$ cat config.mk
export PLATFORM = sky130hd
export DESIGN_NAME = mem_bus_controller_flat
export DESIGN_NICKNAME = d
export VERILOG_FILES = /design/src/rtl/mem_bus_controller_if.sv /design/src/rtl/mem_bus_controller.sv /design/src/flat_wrapper.sv
export SDC_FILE = /design/constraint.sdc
export NUM_CORES = 1
export LEC_CHECK = 0
export CORE_MARGIN = 10
export CORE_UTILIZATION = 43
export DETAILED_ROUTE_END_ITERATION = 8
export PLACE_DENSITY = 0.89
export SLEW_MARGIN = 20
export SYNTH_ARGS = -nofsm -noshare
export SYNTH_HDL_FRONTEND = slang
export SYNTH_SLANG_ARGS = --single-unit
$ cat constraint.sdc
create_clock -name clk_in -period 5.2 [get_ports clk_in]
set_clock_uncertainty 0.1 [all_clocks]
set_input_delay 1.04 -clock clk_in [delete_from_list [all_inputs] [get_ports clk_in]]
set_output_delay 1.04 -clock clk_in [all_outputs]
set_load 0.03 [all_outputs]
$ cat src/rtl/mem_bus_controller_if.sv
// mem_bus_if: CPU dispatch, RAM and MMIO signals of the memory bus controller.
// The slave modport is the controller's view; master is the environment's.
interface mem_bus_if #(
  parameter int ADDR_WIDTH = 16,
  parameter int DATA_WIDTH = 8
);
  logic [ADDR_WIDTH-1:0] addr_in;
  logic [DATA_WIDTH-1:0] write_data_in;
  logic                  dispatch_read_in;
  logic                  dispatch_write_in;
  logic                  busy_out;
  logic [DATA_WIDTH-1:0] read_data_out;
  logic                  read_valid_out;
  logic                  write_done_out;
  logic                  bus_error_out;
  logic [ADDR_WIDTH-1:0] ram_addr_out;
  logic [DATA_WIDTH-1:0] ram_wdata_out;
  logic                  ram_en_out;
  logic                  ram_we_out;
  logic [DATA_WIDTH-1:0] ram_rdata_in;
  logic [ADDR_WIDTH-1:0] mmio_addr_out;
  logic [DATA_WIDTH-1:0] mmio_wdata_out;
  logic                  mmio_req_out;
  logic                  mmio_we_out;
  logic                  mmio_ack_in;
  logic [DATA_WIDTH-1:0] mmio_rdata_in;

  modport slave (
    input  addr_in, write_data_in,
    input  dispatch_read_in, dispatch_write_in,
    output busy_out, read_data_out,
    output read_valid_out, write_done_out,
    output bus_error_out,
    output ram_addr_out, ram_wdata_out,
    output ram_en_out, ram_we_out,
    input  ram_rdata_in,
    output mmio_addr_out, mmio_wdata_out,
    output mmio_req_out, mmio_we_out,
    input  mmio_ack_in, mmio_rdata_in
  );

  modport master (
    output addr_in, write_data_in,
    output dispatch_read_in, dispatch_write_in,
    input  busy_out, read_data_out,
    input  read_valid_out, write_done_out,
    input  bus_error_out,
    input  ram_addr_out, ram_wdata_out,
    input  ram_en_out, ram_we_out,
    output ram_rdata_in,
    input  mmio_addr_out, mmio_wdata_out,
    input  mmio_req_out, mmio_we_out,
    output mmio_ack_in, mmio_rdata_in
  );
endinterface

$ cat src/rtl/mem_bus_controller.sv
// mem_bus_controller: routes single-outstanding CPU dispatches to a
// fixed-latency RAM or a req/ack MMIO port, with an MMIO timeout.
module mem_bus_controller #(
  parameter int ADDR_WIDTH   = 16,
  parameter int DATA_WIDTH   = 8,
  parameter int RAM_LATENCY  = 2,
  parameter logic [ADDR_WIDTH-1:0] MMIO_BASE = 16'hF000,
  parameter int MMIO_TIMEOUT = 64
) (
  input logic      clk_in,
  input logic      rst_in,
  mem_bus_if.slave bus
);
  localparam int CMAX = (RAM_LATENCY > MMIO_TIMEOUT) ?
                        RAM_LATENCY : MMIO_TIMEOUT;
  localparam int CW = $clog2(CMAX + 1);
  localparam logic [CW-1:0] LAT_END = CW'(RAM_LATENCY);
  localparam logic [CW-1:0] TO_END  = CW'(MMIO_TIMEOUT - 1);

  typedef enum logic [1:0] {
    IDLE, RAM_WR, RAM_RD, MMIO_WAIT
  } state_t;

  state_t                state, state_d;
  logic [ADDR_WIDTH-1:0] addr_q;
  logic [DATA_WIDTH-1:0] wdata_q;
  logic [DATA_WIDTH-1:0] rdata_q;
  logic                  we_q;
  logic [CW-1:0]         cnt;
  logic                  read_valid_q;
  logic                  write_done_q;
  logic                  bus_error_q;
  logic                  start;
  logic                  fin;
  logic                  err;

  assign start = (state == IDLE) &&
                 (bus.dispatch_read_in || bus.dispatch_write_in);

  always_comb begin
    state_d = state;
    fin     = 1'b0;
    err     = 1'b0;
    unique case (state)
      IDLE: begin
        if (start) begin
          priority case (1'b1)
            (bus.addr_in >= MMIO_BASE): state_d = MMIO_WAIT;
            bus.dispatch_write_in:      state_d = RAM_WR;
            default:                    state_d = RAM_RD;
          endcase
        end
      end
      RAM_WR: begin
        state_d = IDLE;
        fin     = 1'b1;
      end
      RAM_RD: begin
        if (cnt == LAT_END) begin
          state_d = IDLE;
          fin     = 1'b1;
        end
      end
      MMIO_WAIT: begin
        // ack on the timeout edge still counts as a clean completion
        if (bus.mmio_ack_in) begin
          state_d = IDLE;
          fin     = 1'b1;
        end else if (cnt == TO_END) begin
          state_d = IDLE;
          fin     = 1'b1;
          err     = 1'b1;
        end
      end
    endcase
  end

  always_ff @(posedge clk_in or negedge rst_in) begin
    if (!rst_in) state <= IDLE;
    else         state <= state_d;
  end

  always_ff @(posedge clk_in or negedge rst_in) begin
    if (!rst_in) begin
      addr_q       <= '0;
      wdata_q      <= '0;
      rdata_q      <= '0;
      we_q         <= 1'b0;
      cnt          <= '0;
      read_valid_q <= 1'b0;
      write_done_q <= 1'b0;
      bus_error_q  <= 1'b0;
    end else begin
      read_valid_q <= fin && !we_q;
      write_done_q <= fin && we_q;
      bus_error_q  <= err;
      cnt <= (state == IDLE) ? '0 : cnt + CW'(1);
      if (start) begin
        addr_q  <= bus.addr_in;
        wdata_q <= bus.write_data_in;
        we_q    <= bus.dispatch_write_in;
      end
      if (fin && !we_q) begin
        if (err)
          rdata_q <= '1;
        else if (state == MMIO_WAIT)
          rdata_q <= bus.mmio_rdata_in;
        else
          rdata_q <= bus.ram_rdata_in;
      end
    end
  end

  assign bus.busy_out       = (state != IDLE);
  assign bus.read_data_out  = rdata_q;
  assign bus.read_valid_out = read_valid_q;
  assign bus.write_done_out = write_done_q;
  assign bus.bus_error_out  = bus_error_q;
  assign bus.ram_addr_out   = addr_q;
  assign bus.ram_wdata_out  = wdata_q;
  assign bus.ram_en_out     = (state == RAM_WR) ||
                              ((state == RAM_RD) && (cnt == '0));
  assign bus.ram_we_out     = (state == RAM_WR);
  assign bus.mmio_addr_out  = addr_q;
  assign bus.mmio_wdata_out = wdata_q;
  assign bus.mmio_req_out   = (state == MMIO_WAIT);
  assign bus.mmio_we_out    = (state == MMIO_WAIT) && we_q;
endmodule

$ cat src/flat_wrapper.sv
// flat-port wrapper written by rule: the top's interface ports become plain ports
module mem_bus_controller_flat 
#(
  parameter int ADDR_WIDTH   = 16,
  parameter int DATA_WIDTH   = 8,
  parameter int RAM_LATENCY  = 2,
  parameter logic [ADDR_WIDTH-1:0] MMIO_BASE = 16'hF000,
  parameter int MMIO_TIMEOUT = 64
)
  (clk_in, rst_in, bus_addr_in, bus_write_data_in, bus_dispatch_read_in, bus_dispatch_write_in, bus_busy_out, bus_read_data_out, bus_read_valid_out, bus_write_done_out, bus_bus_error_out, bus_ram_addr_out, bus_ram_wdata_out, bus_ram_en_out, bus_ram_we_out, bus_ram_rdata_in, bus_mmio_addr_out, bus_mmio_wdata_out, bus_mmio_req_out, bus_mmio_we_out, bus_mmio_ack_in, bus_mmio_rdata_in);
  mem_bus_if #(.ADDR_WIDTH(ADDR_WIDTH), .DATA_WIDTH(DATA_WIDTH)) bus_i ();
  input logic clk_in;
  input logic rst_in;
  input wire logic [$bits(bus_i.addr_in)-1:0] bus_addr_in;
  input wire logic [$bits(bus_i.write_data_in)-1:0] bus_write_data_in;
  input wire logic [$bits(bus_i.dispatch_read_in)-1:0] bus_dispatch_read_in;
  input wire logic [$bits(bus_i.dispatch_write_in)-1:0] bus_dispatch_write_in;
  output wire logic [$bits(bus_i.busy_out)-1:0] bus_busy_out;
  output wire logic [$bits(bus_i.read_data_out)-1:0] bus_read_data_out;
  output wire logic [$bits(bus_i.read_valid_out)-1:0] bus_read_valid_out;
  output wire logic [$bits(bus_i.write_done_out)-1:0] bus_write_done_out;
  output wire logic [$bits(bus_i.bus_error_out)-1:0] bus_bus_error_out;
  output wire logic [$bits(bus_i.ram_addr_out)-1:0] bus_ram_addr_out;
  output wire logic [$bits(bus_i.ram_wdata_out)-1:0] bus_ram_wdata_out;
  output wire logic [$bits(bus_i.ram_en_out)-1:0] bus_ram_en_out;
  output wire logic [$bits(bus_i.ram_we_out)-1:0] bus_ram_we_out;
  input wire logic [$bits(bus_i.ram_rdata_in)-1:0] bus_ram_rdata_in;
  output wire logic [$bits(bus_i.mmio_addr_out)-1:0] bus_mmio_addr_out;
  output wire logic [$bits(bus_i.mmio_wdata_out)-1:0] bus_mmio_wdata_out;
  output wire logic [$bits(bus_i.mmio_req_out)-1:0] bus_mmio_req_out;
  output wire logic [$bits(bus_i.mmio_we_out)-1:0] bus_mmio_we_out;
  input wire logic [$bits(bus_i.mmio_ack_in)-1:0] bus_mmio_ack_in;
  input wire logic [$bits(bus_i.mmio_rdata_in)-1:0] bus_mmio_rdata_in;
  assign bus_i.addr_in = bus_addr_in;
  assign bus_i.write_data_in = bus_write_data_in;
  assign bus_i.dispatch_read_in = bus_dispatch_read_in;
  assign bus_i.dispatch_write_in = bus_dispatch_write_in;
  assign bus_busy_out = bus_i.busy_out;
  assign bus_read_data_out = bus_i.read_data_out;
  assign bus_read_valid_out = bus_i.read_valid_out;
  assign bus_write_done_out = bus_i.write_done_out;
  assign bus_bus_error_out = bus_i.bus_error_out;
  assign bus_ram_addr_out = bus_i.ram_addr_out;
  assign bus_ram_wdata_out = bus_i.ram_wdata_out;
  assign bus_ram_en_out = bus_i.ram_en_out;
  assign bus_ram_we_out = bus_i.ram_we_out;
  assign bus_i.ram_rdata_in = bus_ram_rdata_in;
  assign bus_mmio_addr_out = bus_i.mmio_addr_out;
  assign bus_mmio_wdata_out = bus_i.mmio_wdata_out;
  assign bus_mmio_req_out = bus_i.mmio_req_out;
  assign bus_mmio_we_out = bus_i.mmio_we_out;
  assign bus_i.mmio_ack_in = bus_mmio_ack_in;
  assign bus_i.mmio_rdata_in = bus_mmio_rdata_in;
  mem_bus_controller #(.ADDR_WIDTH(ADDR_WIDTH), .DATA_WIDTH(DATA_WIDTH), .RAM_LATENCY(RAM_LATENCY), .MMIO_BASE(MMIO_BASE), .MMIO_TIMEOUT(MMIO_TIMEOUT)) u_core (.clk_in(clk_in), .rst_in(rst_in), .bus(bus_i));
endmodule
==> results of run 1 <==
-- path summary, 6_finish.rpt --
| kind | startpoint | endpoint | slack (ns) | cells past startpoint |
|---|---|---|---|---|
| max in group asynchronous | rst_in | u_core.bus.read_data_out[3] | 3.98 | 1 |
| worst min register to register | u_core.cnt[0] | u_core.cnt[0] | 0.39 | 1 |
| worst max register to register | u_core.state[0] | u_core.bus.mmio_addr_out[10] | 2.77 | 4 |
| worst max-delay path | u_core.state[0] | bus_busy_out | 1.91 | 3 |
| worst min-delay path | u_core.cnt[0] | u_core.cnt[0] | 0.39 | 1 |
| min in group asynchronous | rst_in | u_core.cnt[4] | 0.63 | 1 |
-- cells by family after synthesis --
group,after synthesis,share of synthesized area [%]
AO/OA/AOI/OAI,22,8.39
adder cells (fa/ha/maj),3,1.77
buffers and inverters,33,10.2
XOR/XNOR,3,1.24
flip-flops,45,53.2
multiplexers,32,16.5
AND/OR/NAND/NOR,33,8.63
-- cell usage in the layout (no fill, tap or decap), types with 2 or more instances in the layout --
cell | synthesis | final
a21oi_1 | 3 | 3
a2bb2oi_1 | 8 | 8
mux2_2 | 23 | 23
nand3_1 | 2 | 2
nor2_1 | 10 | 10
clkbuf_8 | 0 | 6
nor2b_1 | 3 | 3
o21ai_0 | 2 | 2
dfrtp_1 | 45 | 45
xor2_1 | 2 | 2
nor3_1 | 2 | 2
nand2_1 | 5 | 5
clkdlybuf4s50_1 | 0 | 107
inv_1 | 5 | 5
mux2i_1 | 8 | 8
ha_1 | 3 | 3
-- layout make-up --
cell class                      instances  area [sq um]  area share [%]
Sequential cell                        45          1130            35.2
Timing Repair Buffer                  108          1080            33.7
Multi-Input combinational cell         93           774            24.2
Clock buffer                            7          86.3            2.70
Tap cell                               67          83.8            2.62
Clock inverter                          1          30.0           0.939
Inverter                                5          18.8           0.587
-- registers in the layout (all words and copies together), names as in the netlist --
name	flops
u_core.bus.read_data_out	8
u_core.bus.bus_error_out	1
u_core.bus.write_done_out	1
u_core.we_q	1
u_core.cnt	7
u_core.bus.mmio_wdata_out	8
u_core.state	2
u_core.bus.mmio_addr_out	16
u_core.bus.read_valid_out	1
-- stage by stage --
stage               setup slack, ns  instances
finish                         1.91        326
CTS                            1.89        326
floorplan                      2.84        171
detailed placement             2.23        318
global route                   1.76        326
global placement               2.27        318
-- report_power, final --
group,total [mW],internal [mW],switching (mW)
clock,0.272,0.157,0.115
sequential,0.632,0.507,0.124
combinational,1.45,0.644,0.802
total,2.35,1.31,1.04
-- routing by layer --
metal,track usage (%),vias to the layer above,part of all wire [%]
met1,15.1,767,42
met5,0,-,0
met3,7.56,5,11
li1,-,751,-
met4,3.18,0,0.85
met2,20.8,76,46
-- synth_stat cells (2+ instances only) --
master / number / share of area (%)
dfrtp_1: 45 / 53
mux2_2: 23 / 12
a21oi_1: 3 / 0.71
o21ai_0: 2 / 0.47
buf_4: 24 / 8.5
nand2_1: 5 / 0.89
xor2_1: 2 / 0.83
inv_1: 5 / 0.89
clkbuf_1: 2 / 0.35
buf_2: 2 / 0.47
nor2_1: 10 / 1.8
nor3_1: 2 / 0.47
nor2b_1: 3 / 0.89
nand3_1: 2 / 0.47
mux2i_1: 8 / 3.8
a2bb2oi_1: 8 / 3.3
ha_1: 3 / 1.8
-- worst reg2reg max path: stages (launching register included) --
cell and delay, ns:
dfrtp_1 0.45, nor2_1 0.55, inv_1 0.21, nor2_4 0.60, mux2_2 0.42
==> reports/results.ini, run 1 <==
[outcome]
outcome = finished, final reports clean

[worst_setup_path]
worst_setup_path_end_kind = output port
slowest_delay_ns = 0.65
crit_slowest_cell = clkdlybuf4s50_1
crit_family = buffers and inverters
cp_data_required_time_ns = 4.06
crit_chain = nor2_1, inv_1, clkdlybuf4s50_1
crit_type = reg -> out
path_max_fanout = 11
crit_arrival_ns = 2.15
crit_buf_inv = 2
cp-start-kind = flop

[drt]
drc_errors = 0
wl_per_cell_um = 17.0
dr.pass1.iters = 4
drt-total-wl_mm = 5.54
routed-via-count = 1599
drt.antenna.violating_nets = 0
routed_via_density = 4.90
drt_iter0_markers = 62

[cells_and_area]
drive_gt1_share_pct = 15.1
synthToLayoutAreaGrowth_pct = 51.1
fillers = 379
final_util_pct = 67.3
final_cell_area_sq_mm = 0.00320
nNetsFinal = 306
diodes = 0

[clock_network]
clkTransAtPathRegs_ns = 0.08
clock_sinks = 45
h-tree-depth = 2
clock-root-buffer = clkbuf_8
cts_resized = 0
numCtsBuffers = 5
cts_setup_buffers = 0
cts_tree = yes
worstSkewPairLatency_ns = 0.29
cts_hold_buffers = 0
clk_path_buf_depth = 2

[placement]
globalplace.congestion = 0.766
io_buffers = 108
placed_area_sq_mm = 0.00308
hpwl_mm = 4.28

[yosys]
yosysWarnings = 0
synthCells = 171
syn_area_sq_mm = 0.00212
async_flop_share_pct = 100
seq_area_frac_synth_pct = 53.2
syn_avg_cell_area_sq_um = 12.4
synth.distinct_cells = 39
ys_ff_latch = 45
synth_edf_count = 0
synth_nets = 219
synthFlopType = dfrtp_1

[sta]
holdWs_ns = 0.392
fin_crit_ns = 3.29
rsz0062_at_grt = no
setup_tns_ns = 0
slew_headroom_pct = 53.8
slew_violations = 0
hold_viol_final = 0
setup-violations-final = 0
worst-slew-pin-transition_ns = 0.691
finalCritPeriodShare_pct = 63.2
max_freq_mhz = 304

[grt]
grt_pass1_wl_mm = 8.83
first_global_vias = 1696
grtUsageTotal_pct = 13.2
antenna_found_initial = 0
grt_overflow = 0
grt_max_degree = 46

[die]
dieArea_sq_mm = 0.00813
core-area_sq_mm = 0.00475
pin_count = 109
die_x_um = 90.2
die_h_um = 90.2
rows = 25
start_util_pct = 44.5

[flow_run]
drv_cap = 0

[power_and_ir_drop]
powerDensity_mw_per_mm2 = 735
leakage_nw = 1.36
max-vdd-ir-drop_uv = 528
total_power_mw = 2.35

[hold_path]
worstHoldPathType = reg -> reg

Power figures use the tool's default switching activity.
==> inputs of run 2 (changes only) <==
- CORE_UTILIZATION: 43 -> 36
- PLACE_DENSITY: 0.89 -> 0.8
- clock period: 5.2 -> 2.9 ns (I/O delays scaled with it)
==> run 2 against run 1 <==
  * Worst setup slack got worse by 1.6 ns
  * First-iteration DRC count fell by 48%
  * Design area up 0.35%
  * Critical path depth grew 3
  * Sequential share of layout area decreased by 0.12 points
  * Via count is 1.0% lower
  * Die area increased by 15%
  * Clock power rose by 37%
==> reports/results.ini, run 2 (same netlist as run 1, synthesis figures left out) <==
[power_and_ir_drop]
leakage_nw = 1.37  ; +0.26%
max-vdd-ir-drop_uv = 786  ; +49%
powerDensity_mw_per_mm2 = 1290  ; +76%

[die]
die_x_um = 96.7  ; +7.2%
dieArea_sq_mm = 0.00935  ; +15%
start_util_pct = 37.8  ; -6.8 points
die_h_um = 96.7  ; +7.2%
pin_count = 109  ; unchanged
core-area_sq_mm = 0.00561  ; +18%
rows = 27  ; +8.0%

[sta]
setup-violations-final = 0  ; unchanged
finalCritPeriodShare_pct = 88.5
slew_violations = 0  ; unchanged
max_freq_mhz = 389
fin_crit_ns = 2.57
setup_tns_ns = 0  ; unchanged
slew_headroom_pct = 63.1  ; +9.3 points
hold_viol_final = 0  ; unchanged
worst-slew-pin-transition_ns = 0.551  ; -0.140 ns
postLayoutSetupSlackWorst_ns = 0.332  ; -1.58 ns
holdWs_ns = 0.178  ; -0.214 ns
rsz0062_at_grt = no

[clock_network]
cts_hold_buffers = 0  ; unchanged
h-tree-depth = 2  ; unchanged
clkTransAtPathRegs_ns = 0.08  ; about the same
cts_tree = yes
clk_path_buf_depth = 2  ; unchanged
cts_setup_buffers = 0  ; unchanged
clock-root-buffer = clkbuf_8
cts_resized = 0  ; unchanged
clock_sinks = 45  ; unchanged
worstSkewPairLatency_ns = 0.29  ; about the same
numCtsBuffers = 5  ; unchanged

[drt]
drt.antenna.violating_nets = 0  ; unchanged
drt-total-wl_mm = 5.70  ; +2.9%
wl_per_cell_um = 17.1  ; +0.42%
routed-via-count = 1583  ; -1.0%
drc_errors = 0  ; unchanged
drt_iter0_markers = 32  ; -48%
dr.pass1.iters = 4  ; unchanged
routed_via_density = 4.74  ; -3.4%

[worst_setup_path]
path_max_fanout = 4  ; -7
r2r_end = u_core.bus.read_data_out[0]
worst_setup_path_end_kind = output port
crit_type = reg -> out
r2r_cells = 6  ; +2
slowest_delay_ns = 0.66  ; about the same
cp_data_required_time_ns = 2.22  ; -1.84 ns
crit_family = buffers and inverters
cp-start-kind = flop
crit_cells = 6  ; +3
crit_arrival_ns = 1.89  ; -0.26 ns
rrSetupSlack_ns = 0.96  ; -1.81 ns
crit_buf_inv = 2  ; unchanged
crit_chain = inv_1, ha_1, nand2_1, nor2_1, a31o_2, clkdlybuf4s50_1
cp-startpoint = u_core.cnt[0]
regToRegStartpoint = u_core.cnt[0]
crit_path_end = bus_ram_en_out
crit_slowest_cell = clkdlybuf4s50_1

[grt]
grt_max_degree = 46  ; unchanged
first_global_vias = 1799  ; +6.1%
antenna_found_initial = 0  ; unchanged
grtUsageTotal_pct = 12.1  ; -1.1 points
grt_pass1_wl_mm = 9.51  ; +7.7%
grt_overflow = 0  ; unchanged

[cells_and_area]
drive_gt1_share_pct = 16.4  ; +1.4 points
regArea_sq_mm = 0.00113  ; unchanged
diodes = 0  ; unchanged
final_common_cell = clkdlybuf4s50_1
fillers = 491  ; +30%
synthToLayoutAreaGrowth_pct = 51.6
largest_reg_flops = 16  ; unchanged
multiInputGateArea_sq_um = 774  ; unchanged
layout_common_cells = clkdlybuf4s50_1 (107), dfrtp_1 (45), mux2_2 (23)
nNetsFinal = 309  ; +0.98%

[placement]
globalplace.congestion = 0.761  ; -0.63%
dp_slack_ns = 0.647  ; -1.59 ns
io_buffers = 108  ; unchanged
hpwl_mm = 4.52  ; +5.7%

[hold_path]
worstHoldPathType = in -> async

[outcome]
outcome = finished, final reports clean

[flow_run]
drv_cap = 0  ; unchanged

## run 2: layer usage
metal	vias to the layer above	wire (um)	part of all wire (%)	track usage (%)
met5	-	0	0	0
met4	0	27	0.47	2.71
met3	2	434	7.6	5.39
met2	62	2870	50	20.3
met1	768	2370	42	13.8
li1	751	-	-	-
## run 2: cell type report
cell class              instances  area share [%]
clock buffers                   5            2.14
clock inverters                 3           0.546
inverters                       5           0.585
multi-input cells              93            24.1
flip-flops and latches         45            35.1
well taps                      72            2.81
repair buffers                111            34.7
## run 2: per-stage QoR
step	total power, mW	utilization [%]	area [sq um]	instances
5_1_grt	4.39	57.2	3210	334
3_3_place_gp	3.77	55.6	3120	326
6_report	4.14	57.2	3210	334
2_1_floorplan	2.87	-	2120	171
3_5_place_dp	3.82	55.6	3120	326
4_1_cts	4.21	57.2	3210	334
## run 2: worst min path at each step
stage | slack, ns | depth (start not counted) | startpoint | to
finish | 0.18 | 1 | rst_in | u_core.bus.mmio_addr_out[8]
global route | 0.22 | 1 | rst_in | u_core.bus.mmio_addr_out[5]
CTS | 0.39 | 1 | rst_in | u_core.bus.read_data_out[2]
detailed placement | 0.37 | 1 | u_core.cnt[0] | u_core.cnt[0]
global placement | 0.37 | 1 | u_core.cnt[0] | u_core.cnt[0]
floorplan | 0.18 | 0 | rst_in | u_core.bus.bus_error_out
## run 2: power by group
group | switching [mW] | internal [mW]
clock network | 0.208 | 0.166
logic | 1.44 | 1.20
registers | 0.224 | 0.910
total | 1.87 | 2.27
